File: src/rtl/pe_conv_controller.sv
// pe_conv_controller: per-channel kernel load, window stream and in-place BRAM accumulation sequencer
module pe_conv_controller #(
  parameter int IMG_W        = 128,
  parameter int IMG_H        = 128,
  parameter int ADDR_WIDTH   = 14,
  parameter int MULT_LATENCY = 2,
  parameter int CH_WIDTH     = 10
) (
  input  logic                  clk,
  input  logic                  rst,
  input  logic                  start,
  input  logic [CH_WIDTH-1:0]   num_in_ch,
  output logic                  busy,
  output logic                  done,
  input  logic                  kernel_valid,
  output logic                  kernel_ready,
  input  logic                  win_valid,
  output logic                  win_ready,
  output logic                  Rst_kernel,
  output logic                  Wr_kernel,
  output logic                  add_bias,
  output logic [ADDR_WIDTH-1:0] addra_output_BRAM,
  output logic [ADDR_WIDTH-1:0] addrb_output_BRAM,
  output logic                  ena_output_BRAM,
  output logic                  wea_output_BRAM,
  output logic                  enb_output_BRAM,
  output logic                  final_valid
);
  typedef enum logic [2:0] {IDLE, LOAD_K, STREAM, DRAIN, DONE} state_t;
  typedef struct packed {
    logic [ADDR_WIDTH-1:0] addr;
    logic                  first;
    logic                  last;
  } ent_t;
  localparam int DW = $clog2(MULT_LATENCY + 1);
  localparam logic [ADDR_WIDTH-1:0] LAST_PIX = ADDR_WIDTH'(IMG_W * IMG_H - 1);
  localparam logic [DW-1:0] LAST_DRN = DW'(MULT_LATENCY - 1);
  state_t                state_q, state_d;
  logic [CH_WIDTH-1:0]   ch_q, ch_d, last_ch_q, last_ch_d;
  logic [ADDR_WIDTH-1:0] pix_q, pix_d, addr_q, addr_d;
  logic [DW-1:0]         drn_q, drn_d;
  logic                  v_q [MULT_LATENCY];
  ent_t                  e_q [MULT_LATENCY];
  logic                  accept, out_v;
  ent_t                  out_e;
  assign kernel_ready = state_q == LOAD_K;
  assign win_ready    = state_q == STREAM;
  assign busy         = state_q inside {LOAD_K, STREAM, DRAIN};
  assign Rst_kernel   = state_q inside {LOAD_K, STREAM, DRAIN};
  assign done         = state_q == DONE;
  assign Wr_kernel    = kernel_ready & kernel_valid;
  assign accept       = win_ready & win_valid;
  assign out_v        = v_q[MULT_LATENCY-1];
  assign out_e        = e_q[MULT_LATENCY-1];
  assign ena_output_BRAM   = out_v;
  assign wea_output_BRAM   = out_v;
  assign enb_output_BRAM   = out_v & ~out_e.first;
  assign add_bias          = out_v & out_e.first;
  assign final_valid       = out_v & out_e.last;
  assign addra_output_BRAM = addr_d;
  assign addrb_output_BRAM = addr_d;
  // next-state and counter updates; a channel ends only after the pipe has drained
  always_comb begin
    state_d   = state_q;
    ch_d      = ch_q;
    last_ch_d = last_ch_q;
    pix_d     = pix_q;
    drn_d     = drn_q;
    addr_d    = out_v ? out_e.addr : addr_q;
    case (state_q)
      IDLE: if (start) begin
        last_ch_d = (num_in_ch == '0) ? '0 : num_in_ch - 1'b1;
        ch_d      = '0;
        state_d   = LOAD_K;
      end
      LOAD_K: if (kernel_valid) begin
        pix_d   = '0;
        state_d = STREAM;
      end
      STREAM: if (accept) begin
        pix_d = pix_q + 1'b1;
        drn_d = '0;
        state_d = (pix_q == LAST_PIX) ? DRAIN : STREAM;
      end
      DRAIN: if (drn_q == LAST_DRN) begin
        state_d = (ch_q == last_ch_q) ? DONE : LOAD_K;
        ch_d    = (ch_q == last_ch_q) ? ch_q : ch_q + 1'b1;
      end else drn_d = drn_q + 1'b1;
      DONE:    state_d = IDLE;
      default: state_d = IDLE;
    endcase
  end
  // controller state registers
  always_ff @(posedge clk) begin
    if (rst) begin
      state_q   <= IDLE;
      ch_q      <= '0;
      last_ch_q <= '0;
      pix_q     <= '0;
      drn_q     <= '0;
      addr_q    <= '0;
    end else begin
      state_q   <= state_d;
      ch_q      <= ch_d;
      last_ch_q <= last_ch_d;
      pix_q     <= pix_d;
      drn_q     <= drn_d;
      addr_q    <= addr_d;
    end
  end
  // valid bits of the pipe that mirrors the multiplier latency; reset discards in-flight windows
  always_ff @(posedge clk) begin
    if (rst) begin
      for (int i = 0; i < MULT_LATENCY; i++) v_q[i] <= 1'b0;
    end else begin
      v_q[0] <= accept;
      for (int i = 1; i < MULT_LATENCY; i++) v_q[i] <= v_q[i-1];
    end
  end
  // pixel tags travelling alongside the valid bits
  always_ff @(posedge clk) begin
    e_q[0] <= '{addr: pix_q, first: ch_q == '0, last: ch_q == last_ch_q};
    for (int i = 1; i < MULT_LATENCY; i++) e_q[i] <= e_q[i-1];
  end
endmodule
File: config.mk
export PLATFORM = sky130hd
export DESIGN_NAME = pe_conv_controller
export DESIGN_NICKNAME = d
export VERILOG_FILES = /design/src/rtl/pe_conv_controller.sv
export SDC_FILE = /design/constraint.sdc
export NUM_CORES = 1
export LEC_CHECK = 0
export ABC_CLOCK_PERIOD_IN_PS = 2400
export BUFFER_PORTS_ARGS = -buffer_cell sky130_fd_sc_hd__clkbuf_2
export CORE_MARGIN = 5
export CORE_UTILIZATION = 25
export DETAILED_ROUTE_END_ITERATION = 8
export SYNTH_ARGS = -nofsm -noshare
export SYNTH_HDL_FRONTEND = slang
export SYNTH_SLANG_ARGS = --single-unit
File: constraint.sdc
create_clock -name clk -period 2.4 [get_ports clk]
set_input_delay 0.36 -clock clk [delete_from_list [all_inputs] [get_ports clk]]
set_output_delay 0.36 -clock clk [all_outputs]
set_load 0.03 [all_outputs]
==> results.py <==
metrics = {
    "status": {
        "status": "finished, final reports clean",
    },
    "sta": {
        "fmax_mhz": 478,
        "finalSetupViolCount": 0,
        "finalCritPeriodShare_pct": 87.2,
        "clock-skew-final_ns": 0.00656,
        "finalCriticalPeriod_ns": 2.09,
        "drv_slew": 0,
        "hold_violations": 0,
        "rsz0062_at_grt": "no",
        "tns_ns": 0,
        "hold_ws_ns": 0.248,
        "tightest_slew_ns": 0.544,
        "relSlewSlack_pct": 63.7,
    },
    "clocking": {
        "clkTransAtPathRegs_ns": 0.07,
        "htreeDepth": 3,
        "cts_buffer_depth": 2,
        "cts_root_buffer": "clkbuf_16",
        "cts_tree": "done",
        "cts_resized": 0,
        "worstSkewPairLatency_ns": 0.33,
        "ctsHoldBuffers": 0,
        "cts_buffers": 9,
        "postCtsSetupRepairBufs": 0,
        "cts.sinks": 87,
    },
    "drt": {
        "wl_met1_mm": 3.34,
        "route.final.wire_length_mm": 7.10,
        "ant_nets": 0,
        "wl_met2_mm": 3.22,
        "wl_met3_um": 466,
        "firstDrtPassIters": 4,
        "highest_layer": "met4",
        "wire_per_inst_um": 12.0,
        "vias": 2620,
        "drcViolationCount": 0,
        "drt_iter0_markers": 141,
        "via_per_inst": 4.44,
    },
    "synth": {
        "synthFlopType": "dfxtp_1",
        "synth_nets": 385,
        "synthTopCellsByArea": "dfxtp_1 (49%), xnor2_1 (4.9%), mux2_2 (4.4%)",
        "synth.top_cell.area_share_pct": 48.8,
        "yosysSeqAreaShare_pct": 48.8,
        "syn_inst": 365,
        "syn_area_per_cell_um2": 9.77,
        "synthArstFlopShare_pct": 0,
        "yosysUniqueCellTypes": 56,
        "ys_seq_elements": 87,
        "synth_edf_count": 0,
        "synth_top_area_cell": "dfxtp_1",
        "syn_area_mm2": 0.00357,
        "yosysWarnings": 0,
    },
    "min_path": {
        "hold_start": "num_in_ch[0]",
        "whs_path_depth": 2,
        "min_path_type": "primary input to flop",
        "hold_end": "last_ch_q[0]",
    },
    "critical_path": {
        "cp-start-kind": "flop",
        "cp-end-kind": "output pin",
        "rr_worst_depth": 6,
        "r2r_start": "ch_q[2]",
        "ff2ff_setup_slack_ns": 0.41,
        "r2r-end": "ch_q[6]",
        "crit_type": "flop to output pin",
        "required_ns": 2.04,
        "crit_path_max_fanout": 15,
        "arrival_ns": 1.73,
    },
    "layout": {
        "final_area_mm2": 0.00422,
        "seq_area_mm2": 0.00174,
        "postLayoutCoreUtil_pct": 30.3,
        "syn2layout_area_growth_pct": 18.5,
        "final_cell_mix": "dfxtp_1 (87), clkbuf_2 (53), nor2_1 (27), xnor2_1 (20), nand2_1 (19)",
        "final_common_cell": "dfxtp_1",
        "fill_cells": 1422,
        "layout.nets": 427,
        "n_antenna_cell": 0,
        "layout-drive-gt1-share_pct": 23.7,
        "multi_input_area_mm2": 0.00161,
        "final_cells": 590,
    },
    "place": {
        "io_buffers": 53,
        "place_congestion": 0.769,
        "placed_cells": 576,
        "placed_area_mm2": 0.00394,
        "hpwl_mm": 5.38,
    },
    "grt": {
        "antenna_found_initial": 0,
        "grt_pass1_vias": 2414,
        "grt_pass1_wl_mm": 11.8,
        "grt_overflow_total": 0,
        "grt_util_all_layers_pct": 8.74,
        "grt_max_degree": 17,
    },
    "pwr": {
        "power_density_mw_per_mm2": 772,
        "p_leak_nw": 1.68,
        "irDropWorstVdd_uv": 333,
    },
    "floorplan": {
        "die_h_um": 129,
        "rows": 43,
        "start_util_pct": 25.6,
        "io_pins": 54,
        "dieArea_mm2": 0.0168,
        "die_w_um": 129,
        "core_mm2": 0.0139,
    },
    "flow_run": {
        "max-cap-violations": 0,
    },
}
worst max-delay path: stages, from the launching register on:
cell and delay, ns:
dfxtp_1 0.66, nor3b_1 0.45, clkbuf_2 0.30
through the flow:
stage	power, mW	worst slack (ns)
final	3.26	0.307
after CTS	3.30	0.281
after floorplan	1.84	0.141
after detailed placement	1.95	0.444
after global placement	1.94	0.479
after global routing	3.40	0.168
how the worst max path moves through the flow:
stage	startpoint	endpoint	slack, ns	cells after the start
after CTS	state_q[1]	win_ready	0.28	2
after global routing	state_q[1]	win_ready	0.17	2
after detailed placement	ch_q[2]	ch_q[6]	0.44	6
final	state_q[1]	win_ready	0.31	2
after global placement	ch_q[9]	ch_q[6]	0.48	6
after floorplan	state_q[0]	pix_q[10]	0.14	5
cells by family after synthesis:
| family | after synthesis | synth area share [%] |
|---|---|---|
| buffers and inverters | 39 | 5.93 |
| muxes | 16 | 5.33 |
| and+or+nand+nor | 144 | 22.2 |
| xor gates and xnor gates | 27 | 6.63 |
| AOI/OAI and AO/OA | 47 | 9.26 |
| adders and majority gates | 5 | 1.75 |
| DFF | 87 | 48.8 |
registers in the layout (all words and copies together), names as in the netlist:
name,count
drn_q,2
ch_q,10
last_ch_q,10
addr_q,14
state_q,3
e_q,32
v_q,2
pix_q,14
routing by layer:
layer	GRT usage [%]	vias up
li1	-	1337
met4	2.38	0
met5	0	-
met2	13.5	89
met3	2.97	8
met1	11.7	1186
cells in the mapped netlist (all sizes together), types with 10 or more instances:
library cell,count
nor2,28
xnor2,20
inv,12
nor3,16
buf,21
o21ai,12
and3,10
nand2,19
mux2,14
and2,18
nand3,15
dfxtp,87
area by class of cell:
type                       instances  share of cell area, %
clock buffer                      10                   5.42
inverter                          12                   1.07
multi-input combinational        239                   38.2
sequential                        87                   41.2
timing repair buffer              58                   7.46
tap                              180                   5.33
clock inverter                     4                   1.30
where the power goes:
part / switching [mW] / total [mW] / leakage, nW / internal, mW
clock network: 0.546 / 1.35 / 0.135 / 0.802
registers: 0.0472 / 1.54 / 0.703 / 1.49
logic: 0.238 / 0.372 / 0.838 / 0.134
No activity file was read; power rests on OpenSTA's default activity.
